## config.mk

```make
export PLATFORM = sky130hd
export DESIGN_NAME = bus_select_encoder
export DESIGN_NICKNAME = d
export VERILOG_FILES = /design/src/rtl/bus_select_encoder.sv
export SDC_FILE = /design/constraint.sdc
export NUM_CORES = 1
export LEC_CHECK = 0
export BUFFER_PORTS_ARGS = -buffer_cell sky130_fd_sc_hd__clkbuf_2
export CORE_UTILIZATION = 50
export CTS_CLUSTER_SIZE = 8
export DETAILED_ROUTE_END_ITERATION = 16
export HOLD_SLACK_MARGIN = 0.06
export PLACE_DENSITY = 0.79
export SLEW_MARGIN = 30
export SYNTH_ARGS = -nofsm -noshare
export SYNTH_HDL_FRONTEND = slang
export SYNTH_SLANG_ARGS = --single-unit
```

## constraint.sdc

```tcl
create_clock -name clk -period 2.5 [get_ports clk]
set_input_delay 0.375 -clock clk [delete_from_list [all_inputs] [get_ports clk]]
set_output_delay 0.375 -clock clk [all_outputs]
set_load 0.05 [all_outputs]
```

## src/rtl/bus_select_encoder.sv

```systemverilog
// ---------------------------------------------------------------------------
// bus_select_encoder
//
// Purpose:
//   Drive side of one datapath bus. Turns the control unit's one-hot
//   "xxxOut" strobes into the registered 5-bit select used by the bus
//   multiplexer. When several strobes are raised together, the highest index
//   wins (R0Out highest, COut lowest). The event is also flagged as a
//   one-cycle contention pulse, a sticky error and a saturating counter.
//
// Ports:
//   clk            in   rising-edge clock
//   clr_n          in   asynchronous active-low reset
//   out_en         in   [NUM_SRC] source strobes, bit index == select code
//                       (bit23 R0Out .. bit8 R15Out, bit7 HIOut, bit6 LOOut,
//                        bit5 ZHighOut, bit4 ZLowOut, bit3 PCOut, bit2 MDROut,
//                        bit1 InPortOut, bit0 COut)
//   freeze         in   synchronous stall, every register holds
//   clr_err        in   synchronous clear of err_sticky / contention_cnt
//   encoded        out  [5] registered select to the bus multiplexer
//   bus_valid      out  a source was granted on the last update
//   contention     out  one-cycle pulse, more than one strobe was sampled
//   err_sticky     out  set on any contention, held until clr_err or reset
//   contention_cnt out  [CNT_W] saturating count of contention cycles
// ---------------------------------------------------------------------------
module bus_select_encoder #(
    parameter int         NUM_SRC   = 24,
    parameter logic [4:0] IDLE_CODE = 5'd31,
    parameter int         HOLD_LAST = 1,
    parameter int         CNT_W     = 8
) (
    input  logic               clk,
    input  logic               clr_n,
    input  logic [NUM_SRC-1:0] out_en,
    input  logic               freeze,
    input  logic               clr_err,
    output logic [4:0]         encoded,
    output logic               bus_valid,
    output logic               contention,
    output logic               err_sticky,
    output logic [CNT_W-1:0]   contention_cnt
);

    localparam logic [NUM_SRC-1:0] LSB_ONE = NUM_SRC'(1);
    localparam logic [CNT_W-1:0]   CNT_ONE = CNT_W'(1);
    localparam logic [CNT_W-1:0]   CNT_MAX = '1;

    logic [4:0]         w_grant;
    logic               w_any;
    logic               w_multi;
    logic [NUM_SRC-1:0] w_lower_cleared;

    logic [4:0]         r_encoded;
    logic               r_bus_valid;
    logic               r_contention;
    logic               r_err_sticky;
    logic [CNT_W-1:0]   r_cnt;

    // Priority encoder: scanning upward lets the highest set strobe
    // overwrite any lower one, so R0Out (bit 23) ends up with top priority.
    always_comb begin
        w_grant = IDLE_CODE;
        w_any   = 1'b0;
        for (int i = 0; i < NUM_SRC; i++) begin
            if (out_en[i]) begin
                w_grant = i[4:0];
                w_any   = 1'b1;
            end
        end
    end

    // Clearing the lowest set bit leaves something behind only when two
    // or more strobes are set.
    assign w_lower_cleared = out_en & (out_en - LSB_ONE);
    assign w_multi         = |w_lower_cleared;

    // Select and valid registers. While idle, the select either keeps the
    // last granted code, so the mux stays quiet, or returns to IDLE_CODE.
    always_ff @(posedge clk or negedge clr_n) begin
        if (!clr_n) begin
            r_encoded   <= IDLE_CODE;
            r_bus_valid <= 1'b0;
        end else if (!freeze) begin
            if (w_any) begin
                r_encoded   <= w_grant;
                r_bus_valid <= 1'b1;
            end else begin
                r_bus_valid <= 1'b0;
                if (HOLD_LAST == 0) begin
                    r_encoded <= IDLE_CODE;
                end
            end
        end
    end

    // Contention bookkeeping. A new contention event takes precedence over
    // clr_err in the same cycle, so the event that caused the clear request
    // is never lost: sticky re-sets and the count restarts at one.
    always_ff @(posedge clk or negedge clr_n) begin
        if (!clr_n) begin
            r_contention <= 1'b0;
            r_err_sticky <= 1'b0;
            r_cnt        <= '0;
        end else if (!freeze) begin
            r_contention <= w_multi;
            if (w_multi) begin
                r_err_sticky <= 1'b1;
                if (clr_err) begin
                    r_cnt <= CNT_ONE;
                end else if (r_cnt != CNT_MAX) begin
                    r_cnt <= r_cnt + CNT_ONE;
                end
            end else if (clr_err) begin
                r_err_sticky <= 1'b0;
                r_cnt        <= '0;
            end
        end
    end

    assign encoded        = r_encoded;
    assign bus_valid      = r_bus_valid;
    assign contention     = r_contention;
    assign err_sticky     = r_err_sticky;
    assign contention_cnt = r_cnt;

endmodule
```

Word-level counts from Yosys, hierarchy flattened
Index checks and enable logic that the tools add are counted.

Output and inout port bits: 16. Logic and storage cells: 71. Register bits after elaboration: 16.

Bitwise operators: 2. Equal/unequal tests: 1. Mux-type cells: 55. Reductions and logical operators: 6. Add/subtract/negate cells: 2.

Operator list (number): 5-bit 2-to-1 mux (24); 8-bit 2-to-1 mux (4); 1-bit 2-to-1 mux (27); 24-bit bitwise AND (1); 24-bit OR reduction (1); 24-bit by 1-bit subtractor with 24-bit output (second input constant) (1); 8-bit by 1-bit adder with 8-bit output (second input constant) (1); 8-bit != test (second input constant) (1); 2-bit AND reduction (2); 2-bit nonzero test (2); 3-bit AND reduction (1); 1-bit NOT (1).

Longest topological paths before layout
Depth after elaboration: 25. Depth in mapped cells: 8. Gate-level depth less buffers: 8.

Least setup slack after synthesis
No wires, ideal clock.

Path kind: input to register. Start point: input port out_en[3]. End point: register r_cnt[6] (netlist: contention_cnt[6]). Cell stages on the path: 8. Path buffers: 0. Slack: 0.139 ns. Arrival time: 2.243 ns. Cells stage by stage: nor4_4 > nand4_4 > o32ai_2 > nand4_1 > or3b_4 > a21oi_4 > nor4_1 > o21a_1.

Longest elaborated chain between the ends: 5. Elaborated cells on any way between the ends: 6. Those cells by class: add/sub (1); mux (1); bitwise (1); reduce/logical (3).

RTL lines: start: declaration (RTL line 34) `input logic [NUM_SRC-1:0] out_en,`; 24-bit by 1-bit subtractor with 24-bit output (RTL line 74) `assign w_lower_cleared = out_en & (out_en - LSB_ONE);`; 24-bit bitwise AND (*) (RTL line 74); 24-bit OR reduction (*) (RTL line 75) `assign w_multi = |w_lower_cleared;`; 2-bit nonzero test (no source line); 3-bit AND reduction (no source line); end signal: assignment (RTL line 111) `r_cnt <= r_cnt + CNT_ONE;`; end: declaration (RTL line 57) `logic [CNT_W-1:0] r_cnt;`.

Every way passes the cells marked *; elsewhere a longest branch is shown, timed or not. A chain may end at the register's enable or synchronous reset.

Final worst setup path
Start point: input port out_en[11]. End point: register r_cnt[6] (netlist: contention_cnt[6]).

Same word-level chain as after synthesis.

==> impl_summary.txt <==
----------------------------------------------------
[Routing]
  Remaining number of nets flagged by the antenna check after routing ... 0
  Starting DRC count in detailed routing ... 31
  DRT Wirelength ... roughly 3500 µm
  # DRC ... 0
  Count of vias placed by the detailed router ... 1548
  Total iterations of the first detailed-routing run ... 4
  Routed WL per cell ... around 14 µm
  Via density per instance ... around 6.0

[Timing]
  Hold Violations, Final ... 0
  Worst hold margin ... between 0.4 and 0.5 ns
  Min Clock Period, post-route ... about 2.2 ns
  Total of endpoints with negative setup slack in the final report ... 0
  Maximum clock frequency ... about 450 MHz
  Setup TNS ... 0 ns
  Final setup skew ... 0.01086 ns
  Unrepaired setup endpoints after global routing ... false
  Relative max-transition margin ... between 60 and 70%
  Count of final max-slew check failures ... 0
  Slew of the pin with the lowest slew margin ... about 0.54 ns
  Final period utilization ... between 80% and 90%
  Worst-case setup margin in the final layout ... between 0.2 and 0.3 ns

[Floorplanning]
  Die outline area ... about 3000 µm²
  Total core area ... about 2500 µm²
  Initial standard-cell utilization of the core ... between 50% and 60%
  Y dimension of the die ... 54.08 µm
  Ports placed on the boundary ... between 40 and 50
  Die width ... about 54 µm
  Number of placement rows ... 18

[GRT]
  Via count of the first global-routing pass ... between 1000 and 1500
  GRT Resource Usage Total ... between 20% and 30%
  Antenna violations before repair ... 0
  M3 GR Usage ... 5.650%
  Remaining global-route overflow ... 0
  First-pass GRT wire length ... around 5600 µm
  Met2 Track Usage GR ... between 40% and 50%
  Pin count of the biggest net entering global routing ... 17
  GR peak layer ... met2
  Grt met1 use ... 31.40%

[Setup path]
  Slack of the worst reg-to-reg path ... 0.81 ns
  Family with the most delay on the worst path ... simple AND/OR/NAND/NOR gates
  Critical Setup Path Class ... input pin to flip-flop
  Sort of element at the end of the critical path ... flip-flop
  Largest fanout of any net on the critical path ... 7
  Req. time, crit path ... around 2.7 ns
  Crit-path slowest cell ... or3b_4
  Element type at the critical path start ... input pin
  Buffers plus inverters on the worst setup path ... 1
  Worst stage delay on the critical path ... approximately 0.44 ns
  Worst Path Arrival ... between 2 and 2.5 ns
  Chain of cells forming the critical path ... clkbuf_2 -> nor4_4 -> nand4_4 -> o32ai_2 -> nand4_1 -> or3b_4 -> a21oi_4 -> nor4_1 -> o21a_1

[Final layout]
  Share of final-layout standard cells stronger than drive strength 1 ... around a third
  Net count, final ... 257
  Final Instance Area ... 1719 µm²
  Antenna fix cells ... 0
  Filler-free cell count of the finished design ... between 200 and 300
  Area added between synthesis and finish ... 26.75%
  Final core utilization ... approximately two thirds

[CTS]
  CTS Sinks ... 16
  Clock tree from TritonCTS ... built
  Count of hold buffers inserted by post-cts repair ... 1
  # Post-CTS Setup Buffers ... 0
  Clock slew seen by the registers of the worst setup and hold paths ... ~0.10 ns
  Clock network latency to the later pin of the worst-skew pair ... approximately 0.3 ns
  CTS HTree Levels ... 1
  Bufs on Longest Clock Path ... 2
  Gates resized, CTS repair ... 0
  Number of buffers created by CTS ... 3
  Clock tree root driver cell ... clkbuf_4

[Synth]
  Cells taking the most area after synthesis ... dfrtp_1 20%, dfstp_2 9.7%, nor2_1 6.9%, o21ai_0 6.3%, nor4_4 4.7%
  Leading cell types by count after synthesis ... 25 x nor2_1, 17 x o21ai_0, 16 x nand2_1
  Portion of synthesized cell area occupied by the leading cell type ... around 20%
  Synthesized area divided by synthesized cell count ... about 7.9 µm²
  Number of enable-type register cells in the synthesized netlist ... 0
  Library cell occupying the most area in the post-synthesis netlist ... dfrtp_1
  Syn Inst Count ... about 170
  Commonest register cell after synthesis ... dfrtp_1
  Sequential share of the synthesized area ... between 20% and 30%
  Async set or reset register ratio after synthesis ... 100.0%
  Nets in the synthesized netlist ... 200
  Number of synthesized register bits ... 16
  Number of warning messages in the yosys log ... 0
  Area of the mapped netlist ... around 1400 µm²
  Synth cell types ... 43
  Most used standard cell by instance count after synthesis ... nor2_1

[Placed design]
  Instance area at placement ... between 1500 and 2000 µm²
  RD Place Congestion ... around 0.92
  Post-placement cell count ... ~250
  Input/output buffers ... 43
  Post-Place Worst Slack ... -0.03680 ns
  Half-perimeter wire length after detailed placement ... 2821 µm

[Power and ir drop]
  Areal power density over the cells ... 399.0 nW/µm²
  Power Total ... 685.9 µW
  Worst voltage drop across the vdd grid ... 0.4758 mV
  Total leakage power ... about 0.72 nW

[Run]
  Max cap viols ... 0

[Worst hold path]
  Class of the worst hold path ... input pin to flip-flop

[Run status]
  Result of the run ... completed

----------------------------------------------------
## cells by family after synthesis
kind of cell	count (synthesis)	share of synthesized area [%]
AND/OR/NAND/NOR	87	36.81
buffers and inverters	7	1.937
flip-flops	16	29.98
AO/OA/AOI/OAI	56	27.49
XOR/XNOR	2	1.292
multiplexers	2	1.568
adder cells (fa/ha/maj)	1	0.9224
## state kept, by name, indices dropped and copies added, names as in the netlist
register / count
err_sticky: 1
bus_valid: 1
contention: 1
encoded: 5
contention_cnt: 8
## worst register-to-register path, stage by stage, from the launching register on
cell     delay [ns]
dfrtp_1        0.43
ha_1           0.22
nand3_1        0.10
or2_2          0.35
a21oi_4        0.24
nor4_1         0.09
o21a_1         0.18
## layer usage
metal  vias to the layer above  routed length, µm
li1                        764                  -
met1                       730               1455
met2                        50               1800
met3                         4                194
met4                         0                 26
met5                         -                  0
## cell usage in the layout, fill, tap and decap left out, types with 2 or more instances in the layout
cell type   n
a21o_1      2
a21oi_1    10
a31oi_1     6
buf_4       9
clkbuf_2   43
clkbuf_4    3
dfrtp_1    11
dfstp_2     5
inv_1       6
nand2_1    16
nand3_1    10
nand4_1     4
nand4b_1    2
nor2_1     25
nor2b_1     5
nor3_1      6
nor4_1      6
nor4_4      3
o21a_1      3
o21ai_0    17
o21ai_1     2
o21bai_1    2
o31a_1      2
o31ai_1     3
or2_2       2
or3_1       2
xnor2_1     2
## layout make-up
type,count,area [µm²]
Inverter,6,22.52
Clock buffer,4,36.28
Multi-Input combinational cell,148,923.4
Timing Repair Buffer,53,292.8
Sequential cell,16,406.6
Fill cell,236,803.3
Tap cell,30,37.54
## power breakdown
part,leakage (nW),switching (mW),internal (mW)
Sequential,0.190,0.0159,0.278
Clock,0.0210,0.0880,0.0888
Combinational,0.514,0.146,0.0693
## path summary, 6_finish.rpt
check                                  start                 to  cells after the start
max in group asynchronous              clr_n         encoded[2]                      2
max                               out_en[11]  contention_cnt[6]                      9
min                               out_en[21]         encoded[1]                      3
max reg2reg                contention_cnt[0]  contention_cnt[6]                      6
min in group asynchronous              clr_n         err_sticky                      2
min reg2reg                        bus_valid          bus_valid                      1
(Power assumes the default switching activity.)
